$ cat src/rtl/fetch_unit_if.sv
// Fetch-stage bus: imem req/ack, redirect input and decode handshake.
// master = fetch_unit side, slave = memory/next-PC/decode side.
interface fetch_unit_if;
  logic        redirect;
  logic [31:0] nPC;
  logic        imemReq;
  logic [31:0] imemAddr;
  logic        imemAck;
  logic [31:0] imemData;
  logic        instValid;
  logic        instReady;
  logic [31:0] inst;
  logic [31:0] PC;

  modport master (
    input  redirect, nPC, imemAck, imemData, instReady,
    output imemReq, imemAddr, instValid, inst, PC
  );

  modport slave (
    output redirect, nPC, imemAck, imemData, instReady,
    input  imemReq, imemAddr, instValid, inst, PC
  );
endinterface

$ cat src/rtl/fetch_unit.sv
// MIPS fetch stage: one outstanding imem request, {PC,word} FIFO to decode.
// Ports: clk, rst_n (sync, active-low), bus (fetch_unit_if.master).
module fetch_unit #(
  parameter logic [31:0] RESET_PC = 32'h0000_0000,
  parameter int          DEPTH    = 2
) (
  input  logic         clk,
  input  logic         rst_n,
  fetch_unit_if.master bus
);
  localparam int          AW   = $clog2(DEPTH);
  localparam logic [AW:0] FULL = (AW+1)'(DEPTH);

  typedef enum logic {FETCH, DRAIN} state_e;

  state_e        state_q, state_d;
  logic [31:0]   fetch_q, fetch_d;
  logic [31:0]   drain_q, drain_d;
  logic [AW:0]   count_q, count_d;
  logic [AW-1:0] rd_q, rd_d;
  logic [AW-1:0] wr_q, wr_d;
  logic          req_q;
  logic [31:0]   addr_q;
  logic [31:0]   pc_mem   [DEPTH];
  logic [31:0]   word_mem [DEPTH];
  logic          push, pop;
  logic          unused_npc;

  assign unused_npc    = ^bus.nPC[1:0];

  assign bus.imemReq   = req_q;
  assign bus.imemAddr  = addr_q;
  assign bus.instValid = count_q != '0;
  assign bus.inst      = word_mem[rd_q];
  assign bus.PC        = pc_mem[rd_q];

  always_comb begin
    state_d = state_q;
    fetch_d = fetch_q;
    drain_d = drain_q;
    count_d = count_q;
    rd_d    = rd_q;
    wr_d    = wr_q;
    push    = 1'b0;
    pop     = 1'b0;
    if (bus.redirect) begin
      count_d = '0;
      rd_d    = '0;
      wr_d    = '0;
      fetch_d = {bus.nPC[31:2], 2'b00};
      // An unacked request must finish at its old address.
      if (req_q && !bus.imemAck) begin
        state_d = DRAIN;
        if (state_q == FETCH) drain_d = fetch_q;
      end else begin
        state_d = FETCH;
      end
    end else if (state_q == DRAIN) begin
      if (bus.imemAck) state_d = FETCH;
    end else begin
      push = req_q & bus.imemAck;
      pop  = (count_q != '0) & bus.instReady;
      if (push) begin
        wr_d    = wr_q + AW'(1);
        fetch_d = fetch_q + 32'd4;
      end
      if (pop) rd_d = rd_q + AW'(1);
      count_d = count_q + (AW+1)'(push)
                        - (AW+1)'(pop);
    end
  end

  // imemReq/imemAddr are registered from next state so
  // they never depend combinationally on ack/redirect.
  always_ff @(posedge clk) begin
    if (!rst_n) begin
      state_q <= FETCH;
      fetch_q <= RESET_PC;
      drain_q <= RESET_PC;
      count_q <= '0;
      rd_q    <= '0;
      wr_q    <= '0;
      req_q   <= 1'b0;
      addr_q  <= RESET_PC;
      for (int i = 0; i < DEPTH; i++) begin
        pc_mem[i]   <= '0;
        word_mem[i] <= '0;
      end
    end else begin
      state_q <= state_d;
      fetch_q <= fetch_d;
      drain_q <= drain_d;
      count_q <= count_d;
      rd_q    <= rd_d;
      wr_q    <= wr_d;
      if (push) begin
        pc_mem[wr_q]   <= fetch_q;
        word_mem[wr_q] <= bus.imemData;
      end
      req_q  <= (state_d == DRAIN) || (count_d < FULL);
      addr_q <= (state_d == DRAIN) ? drain_d : fetch_d;
    end
  end
endmodule
$ cat src/flat_wrapper.sv
// flat-port wrapper written by rule: the top's interface ports become plain ports
module fetch_unit_flat 
#(
  parameter logic [31:0] RESET_PC = 32'h0000_0000,
  parameter int          DEPTH    = 2
)
  (clk, rst_n, bus_redirect, bus_nPC, bus_imemAck, bus_imemData, bus_instReady, bus_imemReq, bus_imemAddr, bus_instValid, bus_inst, bus_PC);
  fetch_unit_if bus_i ();
  input  logic clk;
  input  logic rst_n;
  input wire logic [$bits(bus_i.redirect)-1:0] bus_redirect;
  input wire logic [$bits(bus_i.nPC)-1:0] bus_nPC;
  input wire logic [$bits(bus_i.imemAck)-1:0] bus_imemAck;
  input wire logic [$bits(bus_i.imemData)-1:0] bus_imemData;
  input wire logic [$bits(bus_i.instReady)-1:0] bus_instReady;
  output wire logic [$bits(bus_i.imemReq)-1:0] bus_imemReq;
  output wire logic [$bits(bus_i.imemAddr)-1:0] bus_imemAddr;
  output wire logic [$bits(bus_i.instValid)-1:0] bus_instValid;
  output wire logic [$bits(bus_i.inst)-1:0] bus_inst;
  output wire logic [$bits(bus_i.PC)-1:0] bus_PC;
  assign bus_i.redirect = bus_redirect;
  assign bus_i.nPC = bus_nPC;
  assign bus_i.imemAck = bus_imemAck;
  assign bus_i.imemData = bus_imemData;
  assign bus_i.instReady = bus_instReady;
  assign bus_imemReq = bus_i.imemReq;
  assign bus_imemAddr = bus_i.imemAddr;
  assign bus_instValid = bus_i.instValid;
  assign bus_inst = bus_i.inst;
  assign bus_PC = bus_i.PC;
  fetch_unit #(.RESET_PC(RESET_PC), .DEPTH(DEPTH)) u_core (.clk(clk), .rst_n(rst_n), .bus(bus_i));
endmodule
$ cat config.mk
export PLATFORM = sky130hd
export DESIGN_NAME = fetch_unit_flat
export DESIGN_NICKNAME = d
export VERILOG_FILES = /design/src/rtl/fetch_unit_if.sv /design/src/rtl/fetch_unit.sv /design/src/flat_wrapper.sv
export SDC_FILE = /design/constraint.sdc
export NUM_CORES = 1
export LEC_CHECK = 0
export CORE_MARGIN = 3
export CORE_UTILIZATION = 53
export DETAILED_ROUTE_END_ITERATION = 8
export PLACE_DENSITY_LB_ADDON = 0.25
export SLEW_MARGIN = 5
export SYNTH_ARGS = -nofsm -noshare
export SYNTH_HDL_FRONTEND = slang
export SYNTH_SLANG_ARGS = --single-unit
export TNS_END_PERCENT = 100
$ cat constraint.sdc
create_clock -name clk -period 4.15 [get_ports clk]
set_clock_uncertainty 0.2 [all_clocks]
set_input_delay 0.6225 -clock clk [delete_from_list [all_inputs] [get_ports clk]]
set_output_delay 0.6225 -clock clk [all_outputs]
set_load 0.05 [all_outputs]
==> flow_summary.rst, run 1 <==
.. list-table::
   :header-rows: 1

   * - Metric
     - Value
   * - Aggregate global routing overflow
     - 0
   * - # nets final
     - between 1k and 1.5k
   * - Fin cells
     - approximately 1.3k
   * - Ratio of cells with drive above 1 in the final layout
     - 13.6%
   * - Post-layout instance area
     - roughly 13000 um^2
   * - Detail-routed net length per standard cell
     - between 15 and 20 um
   * - Quantity of hold-fixing buffers added after cts
     - 0
   * - Cell at the slowest stage of the critical path
     - clkdlybuf4s50_1
   * - Clock edge transition at the registers on the reported setup and hold paths
     - 60 ps
   * - Starting utilization of the core area
     - 54.8%
   * - Worst-path cell chain
     - buf_12 -> mux2_2 -> clkdlybuf4s50_1
   * - Sum of negative setup slack
     - 0 ps
   * - Worst setup path endpoint
     - bus_PC[30]
   * - I/O Buffers
     - around 160
   * - Synthesized flop and latch total
     - 231
   * - Post-CTS Setup Bufs
     - 0
   * - Sequential cell area fraction in the yosys report
     - slightly below 60%
   * - Boundary Pins
     - 167
   * - CTS Sinks
     - 231
   * - CTS tree
     - yes
   * - Worst path arrival time
     - 2350 ps
   * - Maximum clock path buffer count
     - 3
   * - Minimum setup slack among reg-to-reg paths
     - between 1000 and 1500 ps
   * - # DRC
     - 0
   * - Mean area per synthesized cell
     - around 11 um^2
   * - Stages on the worst setup path
     - 3
   * - Number of synthesized flops with an enable pin
     - 128
   * - Relative area change from synthesis to final layout
     - 26.1%
   * - Routed via count
     - about 7.2k
   * - Final-layout worst hold slack
     - approximately 260 ps
   * - Largest delay share family, worst path
     - buffers and inverters
   * - Number of max-cap violations
     - 0
   * - Number of setup violations in the final report
     - 0
   * - HPWL Detailed
     - 15100 um
   * - Largest incremental delay on the critical path
     - 760 ps
   * - Die width
     - 143 um
   * - Largest net degree at the start of global routing
     - 66
   * - Worst setup margin
     - 978 ps
   * - Warning count from the yosys run
     - 0
   * - Startpoint of the worst-slack reg-to-reg timing path
     - u_core.fetch_q[16]$_SDFF_PN0_
   * - Global-route total usage across every layer
     - around 22%
   * - Core box area
     - 18200 um^2
   * - Count of cell types in the netlist
     - 56
   * - Unrepaired setup endpoints after global routing
     - no
   * - Final hold violations
     - 0
   * - Ratio of final minimum period to clock period
     - between 70% and 80%
   * - Endpoint type of the worst setup path
     - output port
   * - Number of buffers created by CTS
     - 23
   * - Worst Hold Class
     - reg2reg
   * - Primary FF master, synth
     - edfxtp_1
   * - Highest attainable clock frequency
     - 315 MHz
   * - Ratio of total power to cell area
     - 425 nW/um^2
   * - CTS HTree Levels
     - 1
   * - Syn Nets
     - ~950
   * - Leak Pwr
     - 4.99 nW
   * - Standard-cell rows
     - 49
   * - Die boundary height
     - 143 um
   * - Maximum VDD drop
     - ~0.29 mV
   * - Worst Max-Slew Pin Slew
     - 1030 ps
   * - Post-synth ARST share
     - 0%
   * - Number of optimization iterations in the first detailed-route pass
     - 5
   * - Synthesized netlist cell count
     - 877
   * - Cell Count Post-Placement
     - 1220
   * - Critical path launch point type
     - flop
   * - Relative slew slack
     - 30.6%
   * - Antenna cell count
     - 0
   * - Vias in the first global route
     - between 6k and 7k
   * - Wire length after detailed routing
     - around 24000 um
   * - Worst path buffer plus inverter count
     - 2
   * - First-pass GRT wire length
     - roughly 37000 um
   * - Avg Vias per Cell
     - 5.71
   * - Register-to-Register Path Depth
     - 5
   * - Worst setup path class
     - reg2out
   * - Final count of pins violating max slew
     - 0
   * - Crit Path Max Fanout
     - 64
   * - Util after Layout
     - 69.1%
   * - WP data required
     - 3330 ps
   * - Worst setup slack before clock tree synthesis
     - 799 ps
   * - RD Place Congestion
     - 0.950
   * - Initial antenna violation count
     - 0
   * - Status
     - finished, final reports clean
   * - Violation count after the first detailed-route iteration
     - 583
   * - Post-CTS resize count
     - 0
   * - CTS Root Buffer Type
     - clkbuf_16
   * - Capture point of the worst reg-to-reg path
     - u_core.bus.imemAddr[22]$_SDFF_PN0_
   * - Netlist area before placement
     - between 9000 and 10000 um^2
   * - Clock network latency to the later pin of the worst-skew pair
     - 500 ps
   * - Antenna viol nets, final
     - 0
   * - Clock period minus worst slack
     - 3170 ps
   * - Die ar.
     - roughly 20000 um^2
   * - Cell Area, Placed
     - 11800 um^2
   * - Total Power Consumption
     - roughly 5.3 mW
-- final cells by class --
cell class	instances	area [um^2]
clock buffer	31	649
clock inverter	11	101
fill	1362	5630
inverter	11	41.3
multi-input combinational	567	3790
sequential	231	5910
tap	229	287
timing repair buffer	182	1800
-- cell usage in the layout (no fill, tap or decap), types with 8 or more instances in the layout --
cell,n
a21oi_1,35
and2_1,68
and3_1,67
buf_4,16
clkbuf_16,23
clkdlybuf4s50_1,164
dfxtp_1,101
edfxtp_1,128
inv_1,11
mux2_2,66
mux2i_1,27
nand2_1,70
nand3_1,19
nand4_1,10
nor2_1,56
nor4_1,15
o21ai_0,25
xnor2_1,16
xor2_1,8
-- power by group --
group	internal, mW	leakage, nW	switching [mW]
clock network	1.17	0.353	0.869
registers	2.52	2.17	0.0743
logic	0.269	2.47	0.445
total	3.96	4.99	1.39
-- cells in the mapped netlist (5+ instances only) --
library cell  count  area (um^2)
a21oi_1          35          175
a31oi_1           6         37.5
and2_1           68          425
and3_1           67          419
buf_1             8         30.0
clkbuf_1         57          214
dfxtp_1         103         2060
edfxtp_1        128         3840
inv_1            11         41.3
mux2_2           66          743
mux2i_1          27          270
nand2_1          71          267
nand2b_1          8         50.1
nand3_1          19         95.1
nand4_1          10         62.6
nor2_1           58          218
nor3_1            5         25.0
nor4_1           15         93.8
o211a_1           5         50.1
o21a_1            5         37.5
o21ai_0          25          125
xnor2_1          16          140
xor2_1            8         70.1
-- kinds of logic after synthesis --
group / synth area share (%)
compound gates: 6.38
xor+xnor: 2.27
fa+ha+maj: 0.376
buf+inv: 3.01
flops: 59.2
mux: 10.2
simple gates: 18.6
-- flip-flops by register name, indices dropped and copies added (netlist names), named ones only --
| signal | flops |
|---|---|
| u_core.drain_q | 32 |
| u_core.count_q | 2 |
| u_core.pc_mem | 64 |
| u_core.state_q | 1 |
| u_core.bus.imemAddr | 32 |
| u_core.fetch_q | 32 |
| u_core.wr_q | 1 |
| u_core.bus.imemReq | 1 |
| u_core.word_mem | 64 |
| u_core.rd_q | 1 |
-- worst register-to-register path, delay by kind of cell, from the launching register on --
kind	cells	cell delay, ps
simple gates	3	1520
flops	1	520
mux	1	370
compound gates	1	120
-- per-layer routing --
metal / global-route usage, % / share of wire [%]
met5: 0 / 0
met4: 6.05 / 2.2
met3: 3.35 / 8.2
met2: 36.3 / 46
met1: 31.7 / 43
-- how the worst min path moves through the flow --
stage / slack (ps) / startpoint / depth (start not counted) / end
after floorplan: 240 / u_core.drain_q[24]$_SDFF_PN0_ / 2 / u_core.drain_q[24]$_SDFF_PN0_
after global placement: 240 / u_core.drain_q[1]$_SDFF_PN0_ / 2 / u_core.drain_q[1]$_SDFF_PN0_
after detailed placement: 250 / u_core.drain_q[1]$_SDFF_PN0_ / 2 / u_core.drain_q[1]$_SDFF_PN0_
after CTS: 260 / u_core.drain_q[1]$_SDFF_PN0_ / 2 / u_core.drain_q[1]$_SDFF_PN0_
after global routing: 290 / u_core.drain_q[0]$_SDFF_PN0_ / 2 / u_core.drain_q[0]$_SDFF_PN0_
final: 260 / u_core.drain_q[1]$_SDFF_PN0_ / 2 / u_core.drain_q[1]$_SDFF_PN0_
Power figures use the tool's default switching activity.
==> run 2, diff against run 1 <==
- clock period: 4.15 -> 3.3 ns (I/O delays scaled with it)
==> run 2 against run 1 <==
Non-clock buffer count grew 11. Die area is the same. Register-to-register slack lost 790 ps. Wire length grew 1.3%. Worst hold slack gained 5.5 ps. Cell count grew 1.0%. Clock power grew 30%. Via count shrank 0.55%. Critical path type unchanged.
==> flow_summary.rst, run 2 (synthesized netlist as in run 1, its figures left out) <==
.. list-table::
   :header-rows: 1

   * - Metric
     - Value
   * - Switching power summed over all nets
     - 1.75 mW (+26%)
   * - Number of max-cap violations
     - 0 (unchanged)
   * - Relative slew slack
     - 56.4% (+26 points)
   * - Starting utilization of the core area
     - 54.8% (unchanged)
   * - Status
     - finished, final reports clean
   * - Die boundary height
     - 143 um (unchanged)
   * - Core box area
     - 18200 um^2 (unchanged)
   * - CTS Sinks
     - 231 (unchanged)
   * - First-pass GRT wire length
     - 37700 um (+3.2%)
   * - Die ar.
     - 20500 um^2 (unchanged)
   * - Largest registers ranked by flip-flop count
     - u_core.pc_mem x64, u_core.word_mem x64
   * - Relative area change from synthesis to final layout
     - 27.8%
   * - Clock edge transition at the registers on the reported setup and hold paths
     - 70 ps (about the same)
   * - HPWL Detailed
     - 15600 um (+3.1%)
   * - Maximum clock path buffer count
     - 3 (unchanged)
   * - Largest delay share family, worst path
     - buffers and inverters
   * - Detail-routed net length per standard cell
     - 18.7 um (+0.23%)
   * - Boundary Pins
     - 167 (unchanged)
   * - # nets final
     - 1100 (+1.1%)
   * - CTS HTree Levels
     - 1 (unchanged)
   * - CTS Root Buffer Type
     - clkbuf_16
   * - Critical path launch point type
     - flop
   * - Initial antenna violation count
     - 0 (unchanged)
   * - Worst-path cell chain
     - buf_12 -> mux2_2 -> clkdlybuf4s50_1
   * - Largest net degree at the start of global routing
     - 71 (+7.6%)
   * - Vias in the first global route
     - 7087 (+1.8%)
   * - I/O Buffers
     - 164 (unchanged)
   * - Global-route total usage across every layer
     - 23.0% (+0.65 points)
   * - Unrepaired setup endpoints after global routing
     - no
   * - Antenna cell count
     - 0 (unchanged)
   * - Standard-cell rows
     - 49 (unchanged)
   * - Clock period minus worst slack
     - just over 3000 ps
   * - Post-CTS Setup Bufs
     - 0 (unchanged)
   * - Sw Share
     - 25.7% (-0.30 points)
   * - Number of buffers created by CTS
     - 24 (+4.3%)
   * - Number of setup violations in the final report
     - 0 (unchanged)
   * - Largest incremental delay on the critical path
     - 750 ps (about the same)
   * - Violation count after the first detailed-route iteration
     - 617 (+5.8%)
   * - Internal portion of total power
     - 5.08 mW (+28%)
   * - Number of optimization iterations in the first detailed-route pass
     - 5 (unchanged)
   * - Final count of pins violating max slew
     - 0 (unchanged)
   * - Portion of total power attributed to sequential cells
     - 47.7% (-0.8 points)
   * - Cell at the slowest stage of the critical path
     - clkdlybuf4s50_1
   * - Antenna viol nets, final
     - 0 (unchanged)
   * - Sum of negative setup slack
     - 0 ps (unchanged)
   * - Highest attainable clock frequency
     - 328 MHz
   * - Post-CTS resize count
     - 0 (unchanged)
   * - Routed via count
     - 7170 (-0.55%)
   * - Minimum setup slack among reg-to-reg paths
     - 550 ps (-790 ps)
   * - CTS tree
     - yes
   * - Most common cell after layout, fill and taps aside
     - clkdlybuf4s50_1
   * - Commonest non-fill, non-tap cells in the layout
     - clkdlybuf4s50_1, edfxtp_1, dfxtp_1
   * - Clock network latency to the later pin of the worst-skew pair
     - 510 ps (about the same)
   * - Aggregate global routing overflow
     - 0 (unchanged)
   * - Final-layout worst hold slack
     - 263 ps (+5.49 ps)
   * - Ratio of total power to cell area
     - 536 nW/um^2 (+26%)
   * - RD Place Congestion
     - 0.925 (-2.6%)
   * - Ratio of final minimum period to clock period
     - about 90%
   * - Ratio of cells with drive above 1 in the final layout
     - 14.0% (+0.31 points)
   * - WP data required
     - 2600 ps (-730 ps)
   * - Die width
     - 143 um (unchanged)
   * - Maximum VDD drop
     - 0.392 mV (+37%)
   * - Worst path arrival time
     - 2360 ps (about the same)
   * - Crit Path Max Fanout
     - 64 (unchanged)
   * - Quantity of hold-fixing buffers added after cts
     - 0 (unchanged)
   * - Leak Pwr
     - 5.09 nW (+2.0%)
   * - Worst Max-Slew Pin Slew
     - 652 ps (-380 ps)
   * - Worst path buffer plus inverter count
     - 2 (unchanged)
   * - Endpoint type of the worst setup path
     - output port
   * - Part of the power in combinational logic
     - 13.5% (about the same)
   * - Worst setup path class
     - reg2out
   * - # DRC
     - 0 (unchanged)
   * - Final hold violations
     - 0 (unchanged)
   * - Worst Hold Class
     - reg2reg
   * - Clock share of power
     - 38.8% (+0.7 points)
   * - Avg Vias per Cell
     - 5.62 (-1.6%)
   * - Wire length after detailed routing
     - 23800 um (+1.3%)
## run 2: routing by layer
metal	vias to the layer above	part of all wire, %	GRT usage, %
li1	3443	-	-
met1	3405	43	32.3
met2	267	46	37.0
met3	55	7.4	3.65
met4	0	2.8	7.50
met5	-	0	0
## run 2: layout make-up
class | count | area [um^2]
clock buffer | 32 | 693
clock inverter | 12 | 88.8
fill | 1362 | 5460
inverter | 11 | 41.3
multi-input combinational | 567 | 3800
sequential | 231 | 5910
tap | 229 | 287
timing repair buffer | 193 | 1930
## run 2: power by group through the flow
| stage | registers (mW) | clock network, mW | logic, mW |
|---|---|---|---|
| after global placement | 3.31 | 0 | 0.913 |
| after global routing | 3.27 | 2.81 | 0.976 |
| final | 3.26 | 2.65 | 0.921 |
| after floorplan | 3.39 | 0 | 0.471 |
| after detailed placement | 3.32 | 0 | 0.921 |
| after CTS | 3.25 | 2.68 | 0.926 |
## run 2: worst min-delay path, stage by stage, from the launching register on
cell,delay (ps)
dfxtp_1,300
nand2_1,40
a21oi_1,70
## run 2: per-stage QoR
| step | total power [mW] | utilization, % | instances | setup WS, ps | instance area, um^2 |
|---|---|---|---|---|---|
| after floorplan | 3.86 | - | 877 | 352 | 9990 |
| after global placement | 4.22 | 65.7 | 1231 | 377 | 12000 |
| after CTS | 6.86 | 70.0 | 1275 | 251 | 12800 |
| after global routing | 7.06 | 70.0 | 1275 | 203 | 12800 |
| final | 6.83 | 70.0 | 1275 | 249 | 12800 |
| after detailed placement | 4.24 | 65.7 | 1231 | 351 | 12000 |
## run 2: final timing paths
check / from / endpoint / cells after the start
worst min register to register: u_core.drain_q[8]$_SDFF_PN0_ / u_core.drain_q[8]$_SDFF_PN0_ / 2
worst min-delay path: u_core.drain_q[8]$_SDFF_PN0_ / u_core.drain_q[8]$_SDFF_PN0_ / 2
worst max-delay path: flop / bus_PC[12] / 3
worst max register to register: u_core.fetch_q[13]$_SDFF_PN0_ / u_core.bus.imemAddr[25]$_SDFF_PN0_ / 5
